## src/rtl/dmem_arbiter_if.sv

```systemverilog
// Requester-side req/ack bundle, one instance each for the cpu and debug ports.
interface dmem_arbiter_if;
    logic        req;
    logic        we;
    logic [31:0] addr;
    logic [31:0] wdata;
    logic        ack;
    logic        err;
    logic [31:0] rdata;

    modport master (
        output req, we, addr, wdata,
        input  ack, err, rdata
    );

    modport slave (
        input  req, we, addr, wdata,
        output ack, err, rdata
    );
endinterface

```

## src/rtl/dmem_arbiter.sv

```systemverilog
// Two-requester arbiter for the single-port data memory.
// Every transaction runs IDLE -> ACCESS -> DONE; all outputs come from flops.
module dmem_arbiter #(
    parameter int MEM_WORDS  = 256,
    parameter bit FIXED_PRIO = 1'b0
) (
    input  logic          clk,
    input  logic          rst_n,
    dmem_arbiter_if.slave cpu,
    dmem_arbiter_if.slave dbg,
    output logic          mem_read,
    output logic          mem_write,
    output logic [31:0]   mem_addr,
    output logic [31:0]   mem_wdata,
    input  logic [31:0]   mem_rdata,
    output logic          busy
);
    typedef enum logic [1:0] {IDLE, ACCESS, DONE} state_e;

    state_e      state_q;
    logic        gnt_dbg_q;
    logic        last_dbg_q;
    logic        we_q;
    logic        err_q;
    logic        busy_q;
    logic        mem_read_q;
    logic        mem_write_q;
    logic [31:0] mem_addr_q;
    logic [31:0] mem_wdata_q;
    logic        cpu_ack_q;
    logic        cpu_err_q;
    logic [31:0] cpu_rdata_q;
    logic        dbg_ack_q;
    logic        dbg_err_q;
    logic [31:0] dbg_rdata_q;

    logic        gnt_dbg_d;
    logic        we_d;
    logic        err_d;
    logic [31:0] addr_d;
    logic [31:0] wdata_d;
    logic [31:0] rdata_d;

    // dbg wins alone, or on a tie when round-robin says it is dbg's turn
    always_comb begin
        gnt_dbg_d = dbg.req & (~cpu.req | (~FIXED_PRIO & ~last_dbg_q));
        we_d      = gnt_dbg_d ? dbg.we    : cpu.we;
        addr_d    = gnt_dbg_d ? dbg.addr  : cpu.addr;
        wdata_d   = gnt_dbg_d ? dbg.wdata : cpu.wdata;
        err_d     = (addr_d[1:0] != 2'b00) |
                    ({2'b00, addr_d[31:2]} >= 32'(MEM_WORDS));
        rdata_d   = (~err_q & ~we_q) ? mem_rdata : 32'h0;
    end

    always_ff @(posedge clk or negedge rst_n) begin
        if (!rst_n) begin
            state_q     <= IDLE;
            gnt_dbg_q   <= 1'b0;
            last_dbg_q  <= 1'b1;
            we_q        <= 1'b0;
            err_q       <= 1'b0;
            busy_q      <= 1'b0;
            mem_read_q  <= 1'b0;
            mem_write_q <= 1'b0;
            mem_addr_q  <= '0;
            mem_wdata_q <= '0;
            cpu_ack_q   <= 1'b0;
            cpu_err_q   <= 1'b0;
            cpu_rdata_q <= '0;
            dbg_ack_q   <= 1'b0;
            dbg_err_q   <= 1'b0;
            dbg_rdata_q <= '0;
        end else begin
            unique case (state_q)
                IDLE: begin
                    if (cpu.req | dbg.req) begin
                        state_q     <= ACCESS;
                        busy_q      <= 1'b1;
                        gnt_dbg_q   <= gnt_dbg_d;
                        last_dbg_q  <= gnt_dbg_d;
                        we_q        <= we_d;
                        err_q       <= err_d;
                        mem_read_q  <= ~err_d & ~we_d;
                        mem_write_q <= ~err_d & we_d;
                        mem_addr_q  <= err_d ? '0 : addr_d;
                        mem_wdata_q <= err_d ? '0 : wdata_d;
                    end
                end
                ACCESS: begin
                    state_q     <= DONE;
                    mem_read_q  <= 1'b0;
                    mem_write_q <= 1'b0;
                    mem_addr_q  <= '0;
                    mem_wdata_q <= '0;
                    cpu_ack_q   <= ~gnt_dbg_q;
                    cpu_err_q   <= ~gnt_dbg_q & err_q;
                    cpu_rdata_q <= gnt_dbg_q ? '0 : rdata_d;
                    dbg_ack_q   <= gnt_dbg_q;
                    dbg_err_q   <= gnt_dbg_q & err_q;
                    dbg_rdata_q <= gnt_dbg_q ? rdata_d : '0;
                end
                DONE: begin
                    state_q     <= IDLE;
                    busy_q      <= 1'b0;
                    cpu_ack_q   <= 1'b0;
                    cpu_err_q   <= 1'b0;
                    cpu_rdata_q <= '0;
                    dbg_ack_q   <= 1'b0;
                    dbg_err_q   <= 1'b0;
                    dbg_rdata_q <= '0;
                end
                default: state_q <= IDLE;
            endcase
        end
    end

    assign mem_read  = mem_read_q;
    assign mem_write = mem_write_q;
    assign mem_addr  = mem_addr_q;
    assign mem_wdata = mem_wdata_q;
    assign busy      = busy_q;
    assign cpu.ack   = cpu_ack_q;
    assign cpu.err   = cpu_err_q;
    assign cpu.rdata = cpu_rdata_q;
    assign dbg.ack   = dbg_ack_q;
    assign dbg.err   = dbg_err_q;
    assign dbg.rdata = dbg_rdata_q;
endmodule

```

## src/flat_wrapper.sv

```systemverilog
// flat-port wrapper written by rule: the top's interface ports become plain ports
module dmem_arbiter_flat 
#(
    parameter int MEM_WORDS  = 256,
    parameter bit FIXED_PRIO = 1'b0
)
  (clk, rst_n, mem_read, mem_write, mem_addr, mem_wdata, mem_rdata, busy, cpu_req, cpu_we, cpu_addr, cpu_wdata, cpu_ack, cpu_err, cpu_rdata, dbg_req, dbg_we, dbg_addr, dbg_wdata, dbg_ack, dbg_err, dbg_rdata);
  dmem_arbiter_if cpu_i ();
  dmem_arbiter_if dbg_i ();
  input  logic clk;
  input  logic rst_n;
  output logic mem_read;
  output logic mem_write;
  output logic [31:0] mem_addr;
  output logic [31:0] mem_wdata;
  input  logic [31:0] mem_rdata;
  output logic busy;
  input wire logic [$bits(cpu_i.req)-1:0] cpu_req;
  input wire logic [$bits(cpu_i.we)-1:0] cpu_we;
  input wire logic [$bits(cpu_i.addr)-1:0] cpu_addr;
  input wire logic [$bits(cpu_i.wdata)-1:0] cpu_wdata;
  output wire logic [$bits(cpu_i.ack)-1:0] cpu_ack;
  output wire logic [$bits(cpu_i.err)-1:0] cpu_err;
  output wire logic [$bits(cpu_i.rdata)-1:0] cpu_rdata;
  input wire logic [$bits(dbg_i.req)-1:0] dbg_req;
  input wire logic [$bits(dbg_i.we)-1:0] dbg_we;
  input wire logic [$bits(dbg_i.addr)-1:0] dbg_addr;
  input wire logic [$bits(dbg_i.wdata)-1:0] dbg_wdata;
  output wire logic [$bits(dbg_i.ack)-1:0] dbg_ack;
  output wire logic [$bits(dbg_i.err)-1:0] dbg_err;
  output wire logic [$bits(dbg_i.rdata)-1:0] dbg_rdata;
  assign cpu_i.req = cpu_req;
  assign cpu_i.we = cpu_we;
  assign cpu_i.addr = cpu_addr;
  assign cpu_i.wdata = cpu_wdata;
  assign cpu_ack = cpu_i.ack;
  assign cpu_err = cpu_i.err;
  assign cpu_rdata = cpu_i.rdata;
  assign dbg_i.req = dbg_req;
  assign dbg_i.we = dbg_we;
  assign dbg_i.addr = dbg_addr;
  assign dbg_i.wdata = dbg_wdata;
  assign dbg_ack = dbg_i.ack;
  assign dbg_err = dbg_i.err;
  assign dbg_rdata = dbg_i.rdata;
  dmem_arbiter #(.MEM_WORDS(MEM_WORDS), .FIXED_PRIO(FIXED_PRIO)) u_core (.clk(clk), .rst_n(rst_n), .cpu(cpu_i), .dbg(dbg_i), .mem_read(mem_read), .mem_write(mem_write), .mem_addr(mem_addr), .mem_wdata(mem_wdata), .mem_rdata(mem_rdata), .busy(busy));
endmodule
```

## config.mk

```make
export PLATFORM = sky130hd
export DESIGN_NAME = dmem_arbiter_flat
export DESIGN_NICKNAME = d
export VERILOG_FILES = /design/src/rtl/dmem_arbiter_if.sv /design/src/rtl/dmem_arbiter.sv /design/src/flat_wrapper.sv
export SDC_FILE = /design/constraint.sdc
export NUM_CORES = 1
export LEC_CHECK = 0
export ABC_AREA = 1
export BUFFER_PORTS_ARGS = -buffer_cell sky130_fd_sc_hd__buf_2
export CAP_MARGIN = 20
export CORE_UTILIZATION = 40
export CTS_CLUSTER_SIZE = 28
export DETAILED_ROUTE_END_ITERATION = 10
export GPL_TIMING_DRIVEN = 0
export PLACE_DENSITY = 0.7
export SLEW_MARGIN = 20
export SYNTH_ARGS = -nofsm -noshare
export SYNTH_HDL_FRONTEND = slang
export SYNTH_SLANG_ARGS = --single-unit
```

## constraint.sdc

```tcl
create_clock -name clk -period 2 [get_ports clk]
set_input_delay 0.1 -clock clk [delete_from_list [all_inputs] [get_ports clk]]
set_output_delay 0.1 -clock clk [all_outputs]
set_load 0.02 [all_outputs]
```

# Yosys cells after proc, flatten, opt, wreduce, memory -nomap -nowiden
# Index checks and enable logic that the tools add are counted.
dict set report classes {
  n_lt_le_gt_ge 1
  n_eq_ne 3
  muxes 26
  bitwise 16
  n_reduce_logical 8
}
# op n
set ops {}
lappend ops {{32-bit 2-to-1 mux} 9}
lappend ops {{32-bit one-hot mux with 2 select lines} 4}
lappend ops {{30-bit by 9-bit greater-or-equal comparator with 1-bit output, second input constant} 1}
lappend ops {{1-bit one-hot mux with 2 select lines} 7}
lappend ops {{2-bit nonzero test} 4}
lappend ops {{1-bit inverter} 7}
lappend ops {{1-bit bitwise AND} 6}
lappend ops {{2-bit AND reduction} 3}
lappend ops {{1-bit 2-to-1 mux} 4}
lappend ops {{2-bit one-hot mux with 2 select lines} 1}
lappend ops {{1-bit bitwise OR} 3}
lappend ops {{2-bit by 1-bit == test with 1-bit output, second input constant} 1}
lappend ops {{2-bit == test, second input constant} 1}
lappend ops {{2-bit logical NOT} 1}
lappend ops {{2-bit 2-to-1 mux} 1}
lappend ops {{2-bit by 1-bit != test with 1-bit output, second input constant} 1}
dict set report totals {
  ff_bits 141
  in_bits 166
  output_inout_bits 135
  word_cells 70
}

# Depth between registers and ports, before layout
# Gate-level depths: netlist of the first run.
dict set report depth {
  ltp_word 10
  mapped_depth 13
}

# Worst setup path after synthesis of the first run
# OpenSTA, ideal clock, no wires.
dict set report synth_timing {
  path_type {flip-flop to flip-flop}
  startpoint {register u_core.state_q[1]}
  endpoint {register u_core.dbg_rdata_q[10], in the netlist u_core.dbg.rdata[10]}
  setup_time_ns 0.141
  arrival_ns 1.540
  required_time_ns 1.859
  setup_slack_ns 0.319
  stages_incl_launch_ff 7
  synth_period_minus_slack_ns 1.681
  cell_sequence {dfrtp_1 -> inv_1 -> ha_1 -> clkbuf_1 -> clkbuf_1 -> buf_1 -> o22ai_1}
}
dict set report synth_between {
  elab_chain_len 2
  word_cells_on_any_way 4
}
# item line
set synth_rtl {}
lappend synth_rtl {{start, declared} dmem_arbiter.sv:20} ;# state_e state_q;
lappend synth_rtl {{start signal, assigned} dmem_arbiter.sv:57} ;# state_q <= IDLE;
lappend synth_rtl {{start signal, assigned} dmem_arbiter.sv:77} ;# state_q <= ACCESS;
lappend synth_rtl {{start signal, assigned} dmem_arbiter.sv:90} ;# state_q <= DONE;
lappend synth_rtl {{2-bit == test / 2-bit by 1-bit == test with 1-bit output (equally long branches)} dmem_arbiter.sv:74} ;# unique case (state_q)
lappend synth_rtl {{32-bit one-hot mux with 2 select lines / 2-bit nonzero test (equally long branches)} -}
lappend synth_rtl {{end signal, assigned} dmem_arbiter.sv:100} ;# dbg_rdata_q <= gnt_dbg_q ? rdata_d : '0;
lappend synth_rtl {{end, declared} dmem_arbiter.sv:35} ;# logic [31:0] dbg_rdata_q;
# Several ways; a longest one is shown, not always the timed one.
# A chain may end at the register's enable or synchronous reset.

# Final worst setup path of the first run
dict set report layout_timing {
  startpoint {register u_core.state_q[1]}
  endpoint {register u_core.dbg_rdata_q[16], in the netlist u_core.dbg.rdata[16]}
}
# Same word-level chain as after synthesis.

==> results of run 1 <==
## worst max-delay path, delay by kind of cell (launching register included)
kind | cells | cell delay, ns
buffers and inverters | 4 | 0.94
flip-flops | 1 | 0.37
adder cells (fa/ha/maj) | 1 | 0.32
AO/OA/AOI/OAI | 1 | 0.14
## path summary, 6_finish.rpt
check	cells past startpoint	to	from	slack (ns)
max in group asynchronous	3	u_core.mem_addr[7]	rst_n	1.05
hold / removal	5	u_core.mem_wdata[15]	dbg_wdata[15]	0.04
setup / recovery	6	u_core.dbg.rdata[16]	u_core.state_q[1]	0.10
min in group asynchronous	2	u_core.cpu.rdata[10]	rst_n	0.18
hold reg to reg	2	u_core.mem_wdata[9]	u_core.mem_wdata[9]	0.47
setup reg to reg	6	u_core.dbg.rdata[16]	u_core.state_q[1]	0.10
## where the power goes
part	total [µW]	switching (µW)	leakage, µW	internal (µW)
clock network	3260	1250	0.000293	2010
registers	3780	328	0.00194	3450
logic	5030	3490	0.00313	1540
## layer usage
layer | GRT usage, % | vias up | part of all wire [%]
li1 | - | 3370 | -
met1 | 28.3 | 3103 | 40
met2 | 43.4 | 272 | 51
met3 | 5.74 | 26 | 7.0
met4 | 7.91 | 0 | 1.5
met5 | 0 | - | 0
## kinds of logic (layout without fill, tap and decap cells)
logic type	after synthesis	after routing	synth area share, %
and+or+nand+nor	404	404	25.2
buffers and inverters	173	547	10.4
DFF	141	141	53.3
AOI/OAI and AO/OA	117	117	10.2
adders and majority gates	4	4	0.756
muxes	1	1	0.151
## through the flow
stage	utilization, %	instances	power, µW
after floorplan	-	840	6790
after global placement	52.4	1356	8510
after detailed placement	52.7	1357	8570
after CTS	59.0	1423	12000
after global routing	60.2	1430	12800
final	60.2	1430	12100
## cell type report
class	instances	area, µm²
fillers	1452	6360
flip-flops and latches	141	3530
multi-input cells	526	2470
repair buffers	342	1970
inverters	121	459
clock buffers	20	447
plain buffers	52	329
well taps	216	270
clock inverters	12	161
## repair_timing
action                     4_1_cts  5_1_grt
gates cloned                     0        3
hold endpoints to repair       110        0
hold buffers                    33        0
resized for setup               24       43
pin swaps                        2        3
setup buffers                    1        4
setup endpoints to repair       64       92
## registers in the layout, summed over array words and instances, names as in the netlist
name	count
u_core.dbg.ack	1
u_core.cpu.rdata	32
u_core.cpu.ack	1
u_core.gnt_dbg_q	1
u_core.mem_addr	32
u_core.dbg.err	1
u_core.we_q	1
u_core.cpu.err	1
u_core.err_q	1
u_core.last_dbg_q	1
u_core.mem_wdata	32
u_core.dbg.rdata	32
u_core.mem_write	1
u_core.state_q	2
u_core.busy	1
u_core.mem_read	1
## placed cells by master (no fill, tap or decap), types with 3 or more instances in the layout
cell	n
inv_1	119
nor2_1	42
clkbuf_2	11
ha_1	3
buf_8	4
buf_2	309
clkbuf_1	17
dfrtp_1	140
buf_6	7
o21ai_0	6
nand3_1	60
nand2_2	3
o21ai_2	3
clkbuf_4	3
clkbuf_16	18
dlygate4sd3_1	33
bufinv_16	3
o22ai_1	67
nand3b_1	11
a21oi_1	38
nand2_1	279
a21oi_2	3
buf_4	8
==> reports/results.ini, run 1 <==
[status]
status = finished clean

[logic_synthesis]
synth_fp_nets = 1010
synth.top_cells.by_area = dfrtp_1, nand2_1, inv_1
syn_inst = 840
yosysWarnings = 0
synth_top_area_share_pct = 52.9
yosysTopAreaCell = dfrtp_1
synth_async_sr_flop_share_pct = 100
ys_seq_elements = 141
synthFlopType = dfrtp_1
synth_common_cells = nand2_1, dfrtp_1, inv_1
synth_enable_flop_cells = 0
yosysMostFrequentCell = nand2_1
yosysUniqueCellTypes = 26
seq_area_frac_synth_pct = 53.3
avgSynthCellArea_um2 = 7.88
syn_area_um2 = 6620

[floorplan]
core_um2 = 16000
dieArea_um2 = 17100
num_io_pins = 301
die_x_um = 131
rows = 46
die_h_um = 131
initial_core_util_pct = 41.4

[worst_setup_path]
cp_max_fo = 10
crit_type = register to register
cpMostUsedCell = clkbuf_2
cp-end-kind = register
cp_cell_sequence = inv_1, ha_2, clkbuf_1, clkbuf_2, clkbuf_2, o22ai_1
cpMaxStageDelayCell = dfrtp_1
crit_arrival_ns = 2.17
slowest_delay_ns = 0.37
startpoint_type = register
crit_required_ns = 2.28

[power_and_ir_drop]
powerDensity_nw_per_um2 = 1250
p_leak_uw = 0.00536
max-vdd-ir-drop_mv = 0.773

[timing]
setup_tns_ns = 0
fin_crit_ns = 1.90
slew_headroom_pct = 59.0
tightestPinTransition_ns = 0.614
fin_crit_sh_pct = 94.8
rsz0062_at_grt = yes
clock.fmax_ghz = 0.528
setup_viol = 0
fin_worst_skew_ns = 0.00883
finalMaxSlewViolations = 0
holdWs_ns = 0.0359
fin_ws_ns = 0.104
hold_viol = 0

[cts]
clk_pin_slew_ns = 0.06
clock_path_buffers = 2
cts_root_buf = clkbuf_16
ctsHtreeMaxLevel = 4
clkLatencyLatePin_ns = 0.42
cts_tree = built
cts_sinks = 141
cts_buffers = 17

[finish]
fin_area_um2 = 9640
layout-drive-gt1-share_pct = 32.8
n_antenna_cell = 0
nNetsFinal = 1371
syn_to_final_growth_pct = 45.6

[min_path]
holdCritPathClass = input port to register

[route]
viasPerCell = 4.73
first_iter_violations = 313
drcViolationCount = 0
drtAntennaViolNets = 0
routed_wl_um = 20800
vias = 6771
dr.pass1.iters = 5
wl_per_cell_um = 14.6

[placed_design]
io_buffers = 300
hpwl_um = 14800
gp_congestion = 0.866
pre_cts_ws_ns = -0.236
place_area_um2 = 8430

[flow_run]
drv_cap = 0

[grt]
grt_use_total_pct = 24.2
grt_first_pass_wirelength_um = 31400
grt_overflow = 0
grt_start_max_net_pins = 95
antenna_found_initial = 0
grt_pass1_vias = 6384

No activity file was read; power rests on OpenSTA's default activity.
==> run 2, diff against run 1 <==
CORE_ASPECT_RATIO = 0.8   (was default)
==> run 2 against run 1 <==
- the run now ends with setup timing left
- register-to-register slack worse by 0.11 ns
- non-clock buffer count is 8 higher
- first-iteration DRC count is 8.3% lower
- clock-buffer cell count is 2 lower
- critical path depth is 7 higher
==> reports/results.ini, run 2 (synthesis results as in run 1) <==
[power_and_ir_drop]
powerDensity_nw_per_um2 = 1210
p_leak_uw = 0.00539
max-vdd-ir-drop_mv = 0.630

[timing]
finalMaxSlewViolations = 0
rsz0062_at_grt = yes
fin_crit_sh_pct = 100
hold_viol = 0
tightestPinTransition_ns = 0.606
clock.fmax_ghz = 0.499
setup_viol = 1
setup_tns_ns = -0.00252
slew_headroom_pct = 59.5
fin_ws_ns = -0.00252
holdWs_ns = 0.0371
fin_crit_ns = 2.00
fin_worst_skew_ns = 0.00922

[placed_design]
io_buffers = 300
dp_cells = 1356
hpwl_um = 15000
gp_congestion = 0.867

[finish]
final_cell_mix = buf_2, nand2_1, dfrtp_1, inv_1, o22ai_1
nNetsFinal = 1379
register_area_um2 = 3530
final_common_cell = buf_2
final_cells = 1437
syn_to_final_growth_pct = 48.8
multiInputGateArea_um2 = 2620
fillers = 1442
layout-drive-gt1-share_pct = 35.5
n_antenna_cell = 0

[min_path]
holdCritPathClass = input port to register

[floorplan]
num_io_pins = 301
die_h_um = 117
dieArea_um2 = 17100
initial_core_util_pct = 41.5
core_um2 = 16000
die_x_um = 146
rows = 41

[worst_setup_path]
cp_max_fo = 5
crit_type = register to register
cp-end-kind = register
crit_required_ns = 2.35
startpoint_type = register
crit_arrival_ns = 2.36

[grt]
grt_use_total_pct = 24.1
antenna_found_initial = 0
grt_first_pass_wirelength_um = 32000
grt_start_max_net_pins = 84
grt_pass1_vias = 6308
grt_overflow = 0

[route]
vias = 6811
drtAntennaViolNets = 0
dr.pass1.iters = 5
wl_per_cell_um = 14.6
routed_wl_um = 21000
drcViolationCount = 0
viasPerCell = 4.74
first_iter_violations = 287

[cts]
ctsHtreeMaxLevel = 4
cts_tree = built
clk_pin_slew_ns = 0.06
cts_buffers = 17
clkLatencyLatePin_ns = 0.42
clock_path_buffers = 2
cts_root_buf = clkbuf_16
cts_sinks = 141

[status]
violations = setup timing
status = finished with violations

[flow_run]
drv_cap = 0

run 2: power breakdown:
| group | total (µW) | leakage [µW] | switching (µW) | internal [µW] |
|---|---|---|---|---|
| sequential | 3780 | 0.00194 | 327 | 3450 |
| clock | 3120 | 0.000284 | 1330 | 1790 |
| combinational | 5060 | 0.00317 | 3490 | 1580 |
run 2: stage by stage:
stage          power [µW]  util, %  setup WS (ns)  area (µm²)
2_1_floorplan        6790        -          0.319        6620
3_3_place_gp         8480     52.6          -1.18        8390
3_5_place_dp         8520     52.8         -0.238        8430
4_1_cts             11800     59.1        0.00207        9430
5_1_grt             12700     61.7         -0.129        9850
6_report            12000     61.7       -0.00252        9850
run 2: worst max-delay path, cell delays in order, from the launching register on:
cell,delay (ns)
dfstp_2,0.55
nand2_4,0.08
nand2_4,0.12
buf_8,0.14
nand2_2,0.05
o21ai_2,0.07
inv_1,0.07
nor2_2,0.14
nand2_2,0.08
nor2_4,0.19
buf_6,0.17
buf_6,0.14
nand3_1,0.08
nand2_1,0.07
run 2: final cells by class:
class	count	area share (%)
sequential	141	35.8
multi-input combinational	526	26.5
timing repair buffer	350	21.0
inverter	121	4.67
clock buffer	18	4.46
buffer	52	3.25
tap	215	2.73
clock inverter	14	1.51
run 2: worst paths after layout:
path | start | endpoint | slack (ns) | cells past startpoint
max | u_core.last_dbg_q | u_core.mem_wdata[18] | -0.003 | 13
min | dbg_addr[2] | u_core.mem_addr[2] | 0.04 | 5
max reg2reg | u_core.last_dbg_q | u_core.mem_wdata[18] | -0.003 | 13
min reg2reg | u_core.mem_wdata[5] | u_core.mem_wdata[5] | 0.46 | 2
max in group asynchronous | rst_n | u_core.mem_wdata[14] | 1.03 | 3
min in group asynchronous | rst_n | u_core.cpu.rdata[11] | 0.22 | 2
run 2: repair_timing:
item                                   4_1_cts  5_1_grt
pin swaps                                    2       33
setup endpoints to repair                   63      105
endpoints found under the hold margin      122        0
hold buffers                                33        0
cloned                                       0        5
buffers inserted                             3        8
gates resized for setup                     20       76
run 2: layer usage:
| layer | vias to the layer above | global-route usage [%] | part of all wire (%) |
|---|---|---|---|
| li1 | 3389 | - | - |
| met1 | 3138 | 31.2 | 44 |
| met2 | 259 | 40.4 | 48 |
| met3 | 25 | 5.39 | 6.6 |
| met4 | 0 | 7.86 | 1.4 |
| met5 | - | 0 | 0 |
